## config.mk

```make
export PLATFORM = sky130hd
export DESIGN_NAME = sd_adc_decimator
export DESIGN_NICKNAME = d
export VERILOG_FILES = /design/src/rtl/sd_adc_decimator.sv
export SDC_FILE = /design/constraint.sdc
export NUM_CORES = 1
export LEC_CHECK = 0
export CORE_ASPECT_RATIO = 1.25
export CORE_UTILIZATION = 69
export CTS_BUF_LIST = sky130_fd_sc_hd__clkbuf_4 sky130_fd_sc_hd__clkbuf_8 sky130_fd_sc_hd__clkbuf_16
export DETAILED_ROUTE_END_ITERATION = 10
export DONT_BUFFER_PORTS = 1
export PLACE_DENSITY = 0.89
export SYNTH_ARGS = -nofsm -noshare
export SYNTH_HDL_FRONTEND = slang
export SYNTH_SLANG_ARGS = --single-unit
```

## constraint.sdc

```tcl
create_clock -name clk -period 9.9 [get_ports clk]
set_input_delay 0.495 -clock clk [delete_from_list [all_inputs] [get_ports clk]]
set_output_delay 0.495 -clock clk [all_outputs]
set_load 0.005 [all_outputs]
```

## src/rtl/sd_adc_decimator.sv

```systemverilog
// First-order delta-sigma ADC receive path: comparator synchroniser, feedback bit,
// sinc2 CIC decimator with saturating scaler and a valid/ready output register.
module sd_adc_decimator #(
    parameter int width      = 16,
    parameter int decim_log2 = 8
) (
    input  logic             clk,
    input  logic             rst_n,
    input  logic             bit_in,
    output logic             bit_fb,
    output logic [width-1:0] dout,
    output logic             dout_valid,
    input  logic             dout_ready,
    output logic             overrun,
    input  logic             overrun_clr
);

    localparam int W     = 2 * decim_log2 + 1;
    localparam int SHIFT = 2 * decim_log2 - width;

    localparam logic [decim_log2-1:0] CNT_MAX = '1;
    localparam logic [decim_log2-1:0] CNT_ONE = {{(decim_log2-1){1'b0}}, 1'b1};
    localparam logic [W-1:0]          SAT_MAX = {1'b0, {(W-1){1'b1}}};

    typedef logic [width-1:0] sample_t;

    // Registered state and next-state values
    logic                  sync0_q, sync1_q;
    logic [W-1:0]          i1_q, i1_d;
    logic [W-1:0]          i2_q, i2_d;
    logic [decim_log2-1:0] cnt_q, cnt_d;
    logic [W-1:0]          i2_dly_q, i2_dly_d;
    logic [W-1:0]          c1_dly_q, c1_dly_d;
    logic [W-1:0]          c2_q, c2_d;
    logic                  comb_done_q, comb_done_d;
    logic [1:0]            warm_q, warm_d;
    sample_t               smp_q, smp_d;
    logic                  smp_vld_q, smp_vld_d;
    sample_t               dout_q, dout_d;
    logic                  dout_valid_q, dout_valid_d;
    logic                  overrun_q, overrun_d;

    // Combinational helpers
    logic                  bit_s;
    logic                  strobe_s;
    logic [W-1:0]          c1_new_s;
    logic [W-1:0]          c2_new_s;
    logic [W-1:0]          sat_s;
    sample_t               scaled_s;
    logic                  accept_s;
    logic                  ovr_set_s;

    assign bit_s = sync1_q;

    // Next-state logic for integrators, comb stage, warm-up, scaler and output handshake
    always_comb begin
        i1_d         = i1_q + {{(W-1){1'b0}}, bit_s};
        i2_d         = i2_q + i1_q;
        cnt_d        = cnt_q + CNT_ONE;
        strobe_s     = (cnt_q == CNT_MAX);

        // Both comb differences resolve in the same edge: c2 uses the fresh c1.
        c1_new_s     = i2_q - i2_dly_q;
        c2_new_s     = c1_new_s - c1_dly_q;
        i2_dly_d     = i2_dly_q;
        c1_dly_d     = c1_dly_q;
        c2_d         = c2_q;
        comb_done_d  = strobe_s;
        if (strobe_s) begin
            i2_dly_d = i2_q;
            c1_dly_d = c1_new_s;
            c2_d     = c2_new_s;
        end else begin
            i2_dly_d = i2_dly_q;
            c1_dly_d = c1_dly_q;
            c2_d     = c2_q;
        end

        // Full-scale input gives exactly R^2, which must clamp rather than wrap.
        if (c2_q > SAT_MAX) begin
            sat_s = SAT_MAX;
        end else begin
            sat_s = c2_q;
        end
        scaled_s = sample_t'(sat_s >> SHIFT);

        // The first two comb results still carry start-up transients.
        accept_s = comb_done_q && (warm_q >= 2'd2);
        warm_d   = warm_q;
        if (comb_done_q && (warm_q != 2'd3)) begin
            warm_d = warm_q + 2'd1;
        end else begin
            warm_d = warm_q;
        end

        smp_vld_d = accept_s;
        if (accept_s) begin
            smp_d = scaled_s;
        end else begin
            smp_d = smp_q;
        end

        ovr_set_s    = smp_vld_q && dout_valid_q && !dout_ready;
        dout_d       = dout_q;
        dout_valid_d = dout_valid_q;
        if (smp_vld_q) begin
            dout_d       = smp_q;
            dout_valid_d = 1'b1;
        end else if (dout_valid_q && dout_ready) begin
            dout_valid_d = 1'b0;
        end else begin
            dout_valid_d = dout_valid_q;
        end

        if (ovr_set_s) begin
            overrun_d = 1'b1;
        end else if (overrun_clr) begin
            overrun_d = 1'b0;
        end else begin
            overrun_d = overrun_q;
        end
    end

    // State registers, all cleared by the asynchronous reset
    always_ff @(posedge clk or negedge rst_n) begin
        if (!rst_n) begin
            sync0_q      <= 1'b0;
            sync1_q      <= 1'b0;
            i1_q         <= '0;
            i2_q         <= '0;
            cnt_q        <= '0;
            i2_dly_q     <= '0;
            c1_dly_q     <= '0;
            c2_q         <= '0;
            comb_done_q  <= 1'b0;
            warm_q       <= 2'd0;
            smp_q        <= '0;
            smp_vld_q    <= 1'b0;
            dout_q       <= '0;
            dout_valid_q <= 1'b0;
            overrun_q    <= 1'b0;
        end else begin
            sync0_q      <= bit_in;
            sync1_q      <= sync0_q;
            i1_q         <= i1_d;
            i2_q         <= i2_d;
            cnt_q        <= cnt_d;
            i2_dly_q     <= i2_dly_d;
            c1_dly_q     <= c1_dly_d;
            c2_q         <= c2_d;
            comb_done_q  <= comb_done_d;
            warm_q       <= warm_d;
            smp_q        <= smp_d;
            smp_vld_q    <= smp_vld_d;
            dout_q       <= dout_d;
            dout_valid_q <= dout_valid_d;
            overrun_q    <= overrun_d;
        end
    end

    assign bit_fb     = sync1_q;
    assign dout       = dout_q;
    assign dout_valid = dout_valid_q;
    assign overrun    = overrun_q;

endmodule
```

==> summary.md <==
| Metric | Value |
|---|---|
| Run status | finished clean |
| Actual transition at the worst max-transition pin | 1140 ps |
| Endpoints failing setup | 0 |
| Clock tree from TritonCTS | built |
| Total of flip-flops plus latches after synthesis | 133 |
| Number of synthesized flops with an enable pin | 0 |
| Antenna violations before repair | 0 |
| DPL Wire Length | 8.43 mm |
| Crit path arrival time | 4330 ps |
| Xor-xnor portion of the synthesized cell area | 0.0830 |
| Multi-input logic area | 3290 um^2 |
| Maximum count of clock buffers along a single path | 2 |
| Initial core utilization | 0.710 |
| Net Switching | 0.850 mW |
| Post-placement worst setup slack | 5970 ps |
| Final cycle utilization of the critical path | 0.408 |
| Smallest hold slack | 6.62 ps |
| Overall die height | 114 um |
| Compound-gate portion of the synthesized area | 0.141 |
| Worst-case clock skew | 14.8 ps |
| Hold Violations, Final | 0 |
| RSZ-0062 raised after global routing | no |
| Area of the core | 9660 um^2 |
| Total CTS buffers | 17 |
| Hold-fix buffers, CTS | 1 |
| Clock tree sinks | 133 |
| Main flop type after synthesis | dfrtp_1 |
| Switching share of power | 0.379 |
| Peak fanout along the critical path | 6 |
| Die ar. | 10400 um^2 |
| Fraction of final layout cells with drive strength greater than 1 | 0.102 |
| TritonRoute pass-1 iters | 7 |
| Cell area after placement | 6980 um^2 |
| Worst reg2reg path depth | 19 |
| Clock slew at the register clock pins of the worst setup and hold paths | 70 ps |
| Chip width | 91.2 um |
| Fraction of the yosys area taken by sequential cells | 0.485 |
| Startpoint type of the worst setup path | flip-flop |
| Power density over the cells | 296 nW/um^2 |
| Cell chosen for the clock root | clkbuf_16 |
| Later-pin clock latency in the skew report | 430 ps |
| Gate Count Post-Synth | 671 |
| Number of global-route vias before repair | 5125 |
| Post-synthesis simple-gate area fraction | 0.116 |
| Post-Synth Adder-Cell Area | 0.105 |
| Instance count after placement with tap cells included | 782 |
| Slew HR | 0.242 |
| Port-buffer cells | 0 |
| Worst voltage drop across the vdd grid | 0.200 mV |
| Netlist area before placement | 6860 um^2 |
| Tot Pwr | 2.24 mW |
| Maximum number of pins on one net before global-route repair | 134 |
| Number of violations reported at the end of detailed-routing iteration 0 | 167 |
| CTS-repair resized insts | 0 |
| Synth cell types | 52 |
| Largest family of logic cells by synthesized area | compound AO/OA/AOI/OAI gates |
| Final weighted congestion in routability-driven placement | 0.856 |
| Crit path required time | 10190 ps |
| Storage element area | 3330 um^2 |
| Seq pwr share | 0.278 |
| Global-route wire length before repair | 23.3 mm |
| Final layout net count | 737 |
| Critical setup path kind | reg2reg |
| Static power due to leakage | 3.62 nW |
| Syn_nets | 732 |
| Post-CTS setup buffers | 0 |
| Commonest non-fill, non-tap cell in the layout | dfrtp_1 |
| Wirelength, routed | 13.6 mm |
| Average vias per placed instance | 5.84 |
| Fraction of power consumed by the clock network | 0.271 |
| Sum of overflow across all layers after global routing | 0 |
| Vias post-DR | 4761 |
| Setup slack of the critical path after layout | 5860 ps |
| Multiplexer fraction of the synthesized cell area | 0.0326 |
| Combinational share of power | 0.451 |
| Wire length per cell after detailed routing | 16.7 um |
| Std cell rows | 40 |
| Overall track demand over capacity in global routing | 0.289 |
| Total count of max-transition violations in the final report | 0 |
| Share of flip-flops with an asynchronous set or reset | 1.00 |
| Drt drc | 0 |
| Path category of the worst min-delay check | in2async |
| Area growth from synthesis to layout | 10.4% |
| Crit. End Element | flip-flop |
| Ports | 24 |
| Highest attainable clock frequency | 0.247 GHz |
| Number of nets with antenna violations after detailed routing | 0 |
| Post-Layout Cell Count | 815 |
| Number of antenna repair diodes | 0 |
| Maximum level of the CTS H-tree | 4 |
| Minimum period implied by the final worst setup slack | 4040 ps |
| Total internal power | 1.39 mW |
| Total negative slack for setup checks | 0 ps |
| Number of fill cells | 530 |
| Max-capacitance violation count | 0 |
| Commonest non-fill, non-tap cells in the layout | dfrtp_1, nand2_1, o21ai_0 |
| Layout Utilization | 0.785 |
| Syn. warnings | 0 |
| Final Instance Area | 7580 um^2 |
| Avg Cell Area, Syn | 10.2 um^2 |
-- layer usage --
layer  share of wire  vias to the layer above  global-route usage  wire length [um]
met5               0                        -                   0                 0
met4           0.028                        0               0.128               379
met1            0.40                     2317               0.314              5490
met2            0.53                      114               0.540              7260
met3           0.034                       37              0.0633               465
li1                -                     2293                   -                 -
-- path summary, 6_finish.rpt --
check	start	to	slack, ps
setup / recovery	i2_q[0]$_DFF_PN0_	c2_q[16]$_DFFE_PN0P_	5860
hold / removal	rst_n	dout[6]$_DFFE_PN0P_	7
setup reg to reg	i2_q[0]$_DFF_PN0_	c2_q[16]$_DFFE_PN0P_	5860
hold reg to reg	sync0_q$_DFF_PN0_	bit_fb$_DFF_PN0_	350
max in group asynchronous	rst_n	cnt_q[1]$_DFF_PN0_	9310
min in group clk	bit_in	sync0_q$_DFF_PN0_	100
-- critical path, cell delays in order (launching register included) --
cell and delay (ps):
dfrtp_1 390, inv_1 80, ha_1 190, fa_1 220
nor2b_1 70, o31a_1 290, nor4_2 230, inv_1 70
a31oi_1 200, xnor2_1 170, ha_1 340, a21o_1 260
a31o_2 240, a31oi_2 220, a2bb2oi_2 150, o31ai_1 120
o41ai_2 240, xor2_1 210, xnor2_1 140, o21ai_1 70
-- registers in the layout (all words and copies together), names as in the netlist --
signal and count:
c1_dly_q 17, c2_q 17, i1_q 17, i2_dly_q 17, i2_q 17, dout 16
smp_q 16, cnt_q 8, warm_q 2, bit_fb 1, comb_done_q 1, dout_valid 1
overrun 1, smp_vld_q 1, sync0_q 1
-- power by group through the flow --
stage          Sequential [mW]  Combinational (mW)  Clock, mW
2_1_floorplan            0.618               0.788          0
3_3_place_gp             0.627               0.892          0
3_5_place_dp             0.630               0.945          0
4_1_cts                  0.623               0.999      0.606
5_1_grt                  0.628                1.11      0.635
6_report                 0.624                1.01      0.607
-- Yosys cell counts (2+ instances only) --
| master | n | area [um^2] |
|---|---|---|
| a31oi_1 | 7 | 43.8 |
| fa_1 | 3 | 60.1 |
| nand2b_1 | 10 | 62.6 |
| ha_1 | 53 | 663 |
| a21o_1 | 14 | 105 |
| o21ai_0 | 74 | 370 |
| a211oi_1 | 2 | 15.0 |
| a21oi_2 | 2 | 17.5 |
| nor2b_1 | 7 | 43.8 |
| nor2_1 | 37 | 139 |
| o21ai_2 | 3 | 26.3 |
| nand4_1 | 4 | 25.0 |
| and3_1 | 9 | 56.3 |
| dfrtp_1 | 133 | 3330 |
| o31ai_1 | 2 | 15.0 |
| inv_1 | 49 | 184 |
| nand2_1 | 87 | 327 |
| nand3_1 | 13 | 65.1 |
| xnor2_1 | 42 | 368 |
| o21ai_1 | 4 | 20.0 |
| xor2_1 | 23 | 201 |
| nor3_1 | 4 | 20.0 |
| o21a_1 | 7 | 52.6 |
| a21oi_1 | 17 | 85.1 |
| clkbuf_1 | 17 | 63.8 |
| o21bai_1 | 3 | 22.5 |
| mux2_2 | 19 | 214 |
| o41a_1 | 2 | 22.5 |
-- area by class of cell --
type,instances,area share
clock buffers,21,0.0626
well taps,126,0.0208
repair buffers,3,0.00561
inverters,50,0.0248
clock inverters,11,0.0134
flip-flops and latches,133,0.439
multi-input cells,471,0.434
-- kinds of logic after synthesis --
family	after synthesis
buffers and inverters	67
xor gates and xnor gates	65
DFF	133
and+or+nand+nor	177
AOI/OAI and AO/OA	153
adders and majority gates	56
muxes	20
Power figures use the tool's default switching activity.
